<file path="config.mk">
export PLATFORM = sky130hd
export DESIGN_NAME = sa_ctrl
export DESIGN_NICKNAME = d
export VERILOG_FILES = /design/src/rtl/sa_ctrl.sv
export SDC_FILE = /design/constraint.sdc
export NUM_CORES = 1
export LEC_CHECK = 0
export CAP_MARGIN = 25
export CORE_ASPECT_RATIO = 0.6
export CORE_MARGIN = 3
export CORE_UTILIZATION = 51
export DETAILED_ROUTE_END_ITERATION = 8
export GPL_ROUTABILITY_DRIVEN = 1
export GPL_TIMING_DRIVEN = 0
export PLACE_DENSITY_LB_ADDON = 0.05
export SLEW_MARGIN = 20
export SYNTH_ARGS = -nofsm -noshare
export SYNTH_HDL_FRONTEND = slang
export SYNTH_SLANG_ARGS = --single-unit
</file>
<file path="constraint.sdc">
create_clock -name clk -period 3.2 [get_ports clk]
set_input_delay 0.32 -clock clk [delete_from_list [all_inputs] [get_ports clk]]
set_output_delay 0.32 -clock clk [all_outputs]
set_load 0.05 [all_outputs]
</file>
<file path="src/rtl/sa_ctrl.sv">
// Host-side sequencer for sa_top: loads B, streams A, waits for the drain, requests C,
// then replays the buffered C rows on a valid/ready output stream.
module sa_ctrl #(
  parameter int WIDTH   = 16,
  parameter int SIZE    = 4,
  parameter int DRAIN   = 8,
  parameter int TIMEOUT = 64
) (
  input  logic                  clk,
  input  logic                  rst,
  input  logic                  s_vld,
  output logic                  s_rdy,
  input  logic [SIZE*WIDTH-1:0] s_row,
  output logic                  m_vld,
  input  logic                  m_rdy,
  output logic [SIZE*WIDTH-1:0] m_row,
  output logic                  m_last,
  output logic                  o_err,
  output logic                  sa_we,
  output logic                  sa_a_vld,
  output logic [SIZE*WIDTH-1:0] sa_rows,
  output logic                  sa_c_vld,
  input  logic                  sa_c_vld_in,
  input  logic [SIZE*WIDTH-1:0] sa_c_rows
);

  localparam int RW   = SIZE * WIDTH;
  localparam int PW   = (SIZE > 1) ? $clog2(SIZE) : 1;
  localparam int CMAX = (DRAIN > SIZE) ? DRAIN : SIZE;
  localparam int CW   = $clog2(CMAX + 1);
  localparam int TW   = $clog2(TIMEOUT + 1);

  localparam logic [CW-1:0] ROW_LAST   = CW'(SIZE - 1);
  localparam logic [CW-1:0] DRAIN_LAST = CW'(DRAIN - 1);
  localparam logic [TW-1:0] REQ_LAST   = TW'(SIZE - 1);
  localparam logic [TW-1:0] TMO_LAST   = TW'(TIMEOUT - 1);
  localparam logic [PW-1:0] PTR_LAST   = PW'(SIZE - 1);

  typedef enum logic [2:0] {
    ST_ALIGN, ST_LOAD_B, ST_LOAD_A, ST_DRAIN, ST_REQ, ST_COLLECT, ST_OUT, ST_IDLE_ERR
  } state_t;

  state_t          state, state_nxt;
  logic [CW-1:0]   cnt;
  logic [TW-1:0]   tmo;
  logic [PW-1:0]   we_ptr;
  logic [PW-1:0]   ptr_eff;
  logic            cnt_inc;
  logic            hs;
  logic            beat;
  logic [RW-1:0]   cbuf [SIZE];

  function automatic logic [PW-1:0] ptr_inc(input logic [PW-1:0] p);
    return (p == PTR_LAST) ? '0 : p + PW'(1);
  endfunction

  assign hs      = s_vld && s_rdy;
  assign beat    = m_vld && m_rdy;
  // Pointer value once the write already in flight has landed.
  assign ptr_eff = sa_we ? ptr_inc(we_ptr) : we_ptr;

  always_ff @(posedge clk) begin
    if (rst) state <= ST_ALIGN;
    else     state <= state_nxt;
  end

  always_comb begin
    state_nxt = state;
    unique case (state)
      ST_ALIGN:    if (ptr_eff == '0) state_nxt = ST_LOAD_B;
      ST_LOAD_B:   if (hs && cnt == ROW_LAST) state_nxt = ST_LOAD_A;
      ST_LOAD_A:   if (hs && cnt == ROW_LAST) state_nxt = ST_DRAIN;
      ST_DRAIN:    if (cnt == DRAIN_LAST) state_nxt = ST_REQ;
      ST_REQ:      if (tmo == REQ_LAST) state_nxt = ST_COLLECT;
      ST_COLLECT: begin
        if (sa_c_vld_in && cnt == ROW_LAST) state_nxt = ST_OUT;
        else if (tmo == TMO_LAST)           state_nxt = ST_IDLE_ERR;
      end
      ST_OUT:      if (beat && cnt == ROW_LAST) state_nxt = ST_LOAD_B;
      ST_IDLE_ERR: state_nxt = ST_IDLE_ERR;
      default:     state_nxt = ST_ALIGN;
    endcase
  end

  always_comb begin
    s_rdy  = 1'b0;
    m_vld  = 1'b0;
    m_last = 1'b0;
    m_row  = '0;
    unique case (state)
      ST_LOAD_B, ST_LOAD_A: s_rdy = 1'b1;
      ST_OUT: begin
        m_vld  = 1'b1;
        m_row  = cbuf[cnt[PW-1:0]];
        m_last = (cnt == ROW_LAST);
      end
      default: ;
    endcase
  end

  always_comb begin
    cnt_inc = 1'b0;
    unique case (state)
      ST_LOAD_B, ST_LOAD_A: cnt_inc = hs;
      ST_DRAIN:             cnt_inc = 1'b1;
      ST_COLLECT:           cnt_inc = sa_c_vld_in;
      ST_OUT:               cnt_inc = beat;
      default:              cnt_inc = 1'b0;
    endcase
  end

  // One counter serves rows, drain cycles, C captures and read index; the
  // timeout counter also times the REQ burst.
  always_ff @(posedge clk) begin
    if (rst) begin
      cnt <= '0;
      tmo <= '0;
    end else begin
      if (state_nxt != state) cnt <= '0;
      else if (cnt_inc)       cnt <= cnt + CW'(1);
      if (state == ST_REQ || state == ST_COLLECT) tmo <= tmo + TW'(1);
      else                                        tmo <= '0;
    end
  end

  always_ff @(posedge clk) begin
    if (state == ST_COLLECT && sa_c_vld_in) cbuf[cnt[PW-1:0]] <= sa_c_rows;
  end

  // Tracks sa_top's reset-less write pointer, so it must survive rst; it relies
  // on the same power-on clear as the array's own pointer.
  always_ff @(posedge clk) begin
    if (sa_we) we_ptr <= ptr_inc(we_ptr);
  end

  always_ff @(posedge clk) begin
    if (rst) begin
      sa_we    <= 1'b0;
      sa_a_vld <= 1'b0;
      sa_c_vld <= 1'b0;
      sa_rows  <= '0;
      o_err    <= 1'b0;
    end else begin
      sa_we    <= (state == ST_ALIGN && ptr_eff != '0) || (state == ST_LOAD_B && hs);
      sa_a_vld <= (state == ST_LOAD_A) && hs;
      sa_c_vld <= (state_nxt == ST_REQ);
      sa_rows  <= hs ? s_row : '0;
      if (state == ST_COLLECT && state_nxt == ST_IDLE_ERR) o_err <= 1'b1;
    end
  end

endmodule

</file>
==> results of run 1 <==
-- worst max-delay path, stage by stage, from the launching register on --
cell and delay, ns:
dfxtp_1 0.42, buf_4 0.21, and3b_1 0.29, clkbuf_2 0.33, and2_1 0.17, clkdlybuf4s50_1 0.81
-- cell type report --
cell class,count,area [sq um],area share
Inverter,6,22.5,0.00136
Timing Repair Buffer,271,2700,0.163
Buffer,31,180,0.0108
Sequential cell,342,9410,0.566
Multi-Input combinational cell,289,2900,0.174
Clock buffer,40,850,0.0511
Clock inverter,16,156,0.00941
Tap cell,315,394,0.0237
-- through the flow --
step	hold slack, ns	area [sq um]	setup TNS (ns)
after CTS	0.315	16700	0
after detailed placement	0.460	15700	-1.52
final	0.340	16600	0
after global routing	0.326	16600	-0.0266
after global placement	0.426	15500	-262.69
after floorplan	0.389	12500	0
-- cell families (layout without fill, tap and decap cells) --
group	after synthesis	count (layout)	share of synthesized area
flops	342	342	0.754
compound gates	24	24	0.0127
xor+xnor	8	8	0.00561
simple gates	185	185	0.0901
mux	66	66	0.117
fa+ha+maj	6	6	0.00582
buf+inv	38	364	0.0145
-- power by group through the flow --
| stage | registers, uW | clock network (uW) | logic [uW] |
|---|---|---|---|
| floorplan | 5210 | 0 | 589 |
| global placement | 4990 | 0 | 1250 |
| detailed placement | 4990 | 0 | 1280 |
| CTS | 4900 | 3680 | 1290 |
| global route | 4900 | 3880 | 1370 |
| finish | 4900 | 3620 | 1280 |
-- synthesized netlist by cell type, types with 7 or more instances --
library cell  instances  area (sq um)
a21oi_1               7          35.0
dfxtp_1              86          1720
clkbuf_1             15          56.3
edfxtp_1            256          7690
nor2_1               14          52.6
buf_2                 8          40.0
nand3_1               7          35.0
nand2_1               8          30.0
and2_1              134           838
mux4_2               64          1440
-- path summary, 6_finish.rpt --
path                   from           to  depth (start not counted)  slack, ns
hold / removal    s_row[59]  sa_rows[59]                          2       0.34
setup reg to reg   state[1]  cbuf[1][16]                          6       0.91
hold reg to reg       o_err        o_err                          2       0.47
setup / recovery   state[1]       m_last                          5       0.10
-- flip-flops by register name (all words and copies together), names as in the netlist, named ones only --
signal    flops
cbuf        256
cnt           4
o_err         1
sa_a_vld      1
sa_c_vld      1
sa_rows      64
sa_we         1
state         3
tmo           7
we_ptr        2
-- cells in the final DEF (no fill, tap or decap), drive strengths merged, types with 2 or more instances in the layout --
cell / netlist / final
a21oi: 8 / 8
a31oi: 3 / 3
and2: 134 / 134
and3: 4 / 4
buf: 12 / 15
bufinv: 0 / 3
clkbuf: 20 / 81
clkdlybuf4s15: 0 / 19
clkdlybuf4s50: 0 / 203
clkinv: 0 / 11
dfxtp: 86 / 86
dlygate4sd2: 0 / 14
dlymetal6s2s: 0 / 10
edfxtp: 256 / 256
ha: 5 / 5
inv: 6 / 7
mux4: 64 / 64
nand2: 8 / 8
nand3: 7 / 7
nand4: 2 / 2
nor2: 14 / 14
nor3: 2 / 2
nor3b: 3 / 3
o2111ai: 2 / 2
o21ai: 6 / 6
or3: 4 / 4
xnor2: 4 / 4
xor2: 4 / 4
-- layer usage --
layer,global-route usage,part of all wire,vias up
met5,0,0.00062,-
met4,0.0352,0.017,4
met3,0.0415,0.062,55
met2,0.336,0.49,242
met1,0.292,0.44,3541
li1,-,-,3150
==> impl_metrics.tcl, run 1 <==
set metrics [dict create \
    grt_usage 0.204 \
    synth_warnings 0 \
    p_switching_uw 2240 \
    routedWlPerCell_microns 21.0 \
    die_h_microns 127 \
    diodes 0 \
    intPower_uw 7570 \
    synth_area_per_cell_sq_um 18.7 \
    drt_iter0_markers 544 \
    hold_viol_final 0 \
    grt_start_max_net_pins 41 \
    clkSlewWorstSetupHoldPaths_ns 0.06 \
    setup.worst_path.start_class "flop" \
    cp_data_required_time_ns 2.88 \
    yosys_most_used_dff "edfxtp_1" \
    rows 43 \
    ios 268 \
    netlist_area_sq_mm 0.0125 \
    leakagePower_uw 0.00591 \
    gp_congestion 0.849 \
    endpoint_kind "primary output" \
    min_period_ns 3.10 \
    synth_edf_count 256 \
    crit_type "flop to primary output" \
    p_per_area_mw_per_mm2 590 \
    tightest_slew_ns 0.595 \
    p_seq_frac 0.499 \
    relSlewSlack 0.603 \
    min_path_type "input pin to flop" \
    power_uw 9800 \
    finalSetupViolCount 0 \
    synth_seq_cells 342 \
    initial_utilization 0.530 \
    die_w_microns 208 \
    grt_pass1_wl_microns 42300 \
    crit_fanout 10 \
    clockRootBuffer "clkbuf_16" \
    antenna_found_initial 2 \
    cts_setup_buffers 0 \
    post_cts_resized 104 \
    fmax_ghz 0.323 \
    critPathArrivalTime_ns 2.78 \
    maxCapViolCount 0 \
    nets 1109 \
    grt_pass1_vias 7423 \
    routed_wirelength_microns 27500 \
    stdcell_count 1310 \
    pwr-share-comb 0.131 \
    fillCellCount 1473 \
    core-area_sq_mm 0.0236 \
    cts.path.max_buffers 3 \
    switching_share 0.228 \
    worstSkewPairLatency_ns 0.54 \
    viasPerCell 5.34 \
    clock-sinks 342 \
    syn_to_final_growth_pct 33.1 \
    cts_made_buffers 30 \
    overflow 0 \
    final_util 0.705 \
    io_buffers 267 \
    ctsHoldBuffers 0 \
    dp_cells 1255 \
    drc 0 \
    cts-htree-levels 1 \
    synth_cell_types 45 \
    drtPass1Iterations 5 \
    vdd_drop_max_v 0.000389 \
    synth-seq-area-share 0.754 \
    maxSlewViolCount 0 \
    setup_ws_ns 0.102 \
    pre_cts_slack_ns -0.113 \
    fin_crit_sh 0.968 \
    ant_nets 0 \
    async_reset_ff_frac 0 \
    power.share.clock 0.370 \
    via_count 6992 \
    die-area_sq_mm 0.0264 \
    syn_inst 669 \
    synthesis.nets 807 \
    skew_ns 0.00807 \
    cts_tree "built" \
    dp_hpwl_microns 18500 \
    drive_above_1_share 0.191 \
    status "finished clean" \
]
Power figures use the tool's default switching activity.
==> run 2, diff against run 1 <==
--- a/config.mk
+++ b/config.mk
@@ -13,7 +13,6 @@
 export GPL_ROUTABILITY_DRIVEN = 1
 export GPL_TIMING_DRIVEN = 0
 export PLACE_DENSITY_LB_ADDON = 0.05
-export SLEW_MARGIN = 20
 export SYNTH_ARGS = -nofsm -noshare
 export SYNTH_HDL_FRONTEND = slang
 export SYNTH_SLANG_ARGS = --single-unit
==> results of run 2 <==
Final layout, timing and power as in run 1 (identical DEF).
==> run 3, diff against run 2 <==
--- a/config.mk
+++ b/config.mk
@@ -13,6 +13,7 @@
 export GPL_ROUTABILITY_DRIVEN = 1
 export GPL_TIMING_DRIVEN = 0
 export PLACE_DENSITY_LB_ADDON = 0.05
+export SKIP_CTS_REPAIR_TIMING = 1
 export SYNTH_ARGS = -nofsm -noshare
 export SYNTH_HDL_FRONTEND = slang
 export SYNTH_SLANG_ARGS = --single-unit
==> run 3 against run 2 <==
Compared with the run above:
- utilization grew 0.75 points
- sequential cell count is the same
- clock power about the same
- routed wire length hardly changed
- global-route usage is essentially flat
- clock skew increased by 0.00059 ns
- power about the same
- non-clock buffer count did not move
- design area increased by 1.1%
- critical path depth is the same
- hold slack about the same
- register-to-register slack is essentially flat
- critical endpoint unchanged
==> impl_metrics.tcl, run 3 (synthesis results as in run 1) <==
set metrics [dict create \
    crit_type "flop to primary output" \
    relSlewSlack 0.601 \
    gp_congestion 0.849 \
    drc 0 \
    layout_commonest_cell "edfxtp_1" \
    setup_ws_ns 0.129 \
    endpoint_kind "primary output" \
    viasPerCell 5.31 \
    die_h_microns 127 \
    syn_to_final_growth_pct 34.5 \
    dpl_cell_area_sq_mm 0.0157 \
    ios 268 \
    min_period_ns 3.07 \
    pwr-share-comb 0.131 \
    initial_utilization 0.530 \
    intPower_uw 7560 \
    fin_crit_sh 0.960 \
    vdd_drop_max_v 0.000389 \
    status "finished clean" \
    diodes 0 \
    p_switching_uw 2240 \
    maxCapViolCount 0 \
    layout_common_cells "256 x edfxtp_1, 203 x clkdlybuf4s50_1, 130 x and2_1, 86 x dfxtp_1, 64 x mux4_2" \
    skew_ns 0.00866 \
    cpLargestDelayFamily "buffers and inverters" \
    io_buffers 267 \
    switching_share 0.228 \
    pre_cts_slack_ns -0.113 \
    max_stage_delay_ns 0.81 \
    hold_slack_ns 0.340 \
    cts_made_buffers 30 \
    tightest_slew_ns 0.598 \
    min_path_type "input pin to flop" \
    critical_path.cell_chain "buf_4 > and3b_1 > clkbuf_2 > and2_1 > clkdlybuf4s50_1" \
    routedWlPerCell_microns 21.0 \
    cp_data_required_time_ns 2.88 \
    drive_above_1_share 0.164 \
    fin_area_sq_mm 0.0168 \
    largest_register_ffs 256 \
    drtPass1Iterations 5 \
    cp_slowest_cell "clkdlybuf4s50_1" \
    clockRootBuffer "clkbuf_16" \
    grt_pass1_wl_microns 42300 \
    rows 43 \
    stdcell_count 1310 \
    crit_fanout 10 \
    grt_start_max_net_pins 41 \
    die-area_sq_mm 0.0264 \
    setup.worst_path.start_class "flop" \
    fillCellCount 1462 \
    worstSkewPairLatency_ns 0.54 \
    fmax_ghz 0.326 \
    cts.path.max_buffers 3 \
    leakagePower_uw 0.00667 \
    p_per_area_mw_per_mm2 584 \
    power.share.clock 0.370 \
    via_count 6959 \
    dp_hpwl_microns 18500 \
    grt_usage 0.204 \
    overflow 0 \
    clkSlewWorstSetupHoldPaths_ns 0.06 \
    p_seq_frac 0.500 \
    finalSetupViolCount 0 \
    grt_pass1_vias 7420 \
    routed_wirelength_microns 27500 \
    clock-sinks 342 \
    maxSlewViolCount 0 \
    cts-htree-levels 1 \
    ant_nets 0 \
    core-area_sq_mm 0.0236 \
    nets 1109 \
    die_w_microns 208 \
    antenna_found_initial 2 \
    drt_iter0_markers 509 \
    critPathArrivalTime_ns 2.75 \
    hold_viol_final 0 \
    path_buf_inv 3 \
    cts_tree "built" \
    dp_cells 1255 \
]
-- run 3: area by class of cell --
| class | count | area [sq um] | area share |
|---|---|---|---|
| buffer | 31 | 178 | 0.0106 |
| multi-input combinational | 289 | 2900 | 0.173 |
| sequential | 342 | 9410 | 0.560 |
| inverter | 6 | 22.5 | 0.00134 |
| tap | 315 | 394 | 0.0235 |
| clock buffer | 40 | 850 | 0.0506 |
| clock inverter | 16 | 156 | 0.00931 |
| timing repair buffer | 271 | 2880 | 0.172 |
-- run 3: power groups by stage --
stage               registers [uW]  clock network [uW]  logic, uW
finish                        4900                3620       1280
global route                  4900                3880       1370
CTS                           4900                3680       1290
detailed placement            4990                   0       1280
global placement              4990                   0       1250
floorplan                     5210                   0        589
-- run 3: path summary, 6_finish.rpt --
check	slack [ns]	end	cells past startpoint	from
worst max register to register	0.90	cbuf[3][23]	6	state[1]
worst max-delay path	0.13	m_last	5	state[1]
worst min-delay path	0.34	sa_rows[48]	2	s_row[48]
worst min register to register	0.48	o_err	2	o_err
-- run 3: layer usage --
| layer | share of wire | GRT usage | wire (microns) | up-vias |
|---|---|---|---|---|
| met5 | 0.00084 | 0 | 23 | - |
| met4 | 0.015 | 0.0352 | 414 | 4 |
| met3 | 0.060 | 0.0415 | 1660 | 50 |
| met2 | 0.48 | 0.336 | 13300 | 210 |
| met1 | 0.44 | 0.292 | 12100 | 3542 |
| li1 | - | - | - | 3153 |
-- run 3: metrics by stage --
step                power (uW)   util  setup TNS, ns
CTS                       9870  0.707         -33.22
global route             10100  0.713        -0.0231
global placement          6230  0.660        -262.69
floorplan                 5800      -              0
detailed placement        6270  0.665          -1.52
finish                    9800  0.713              0
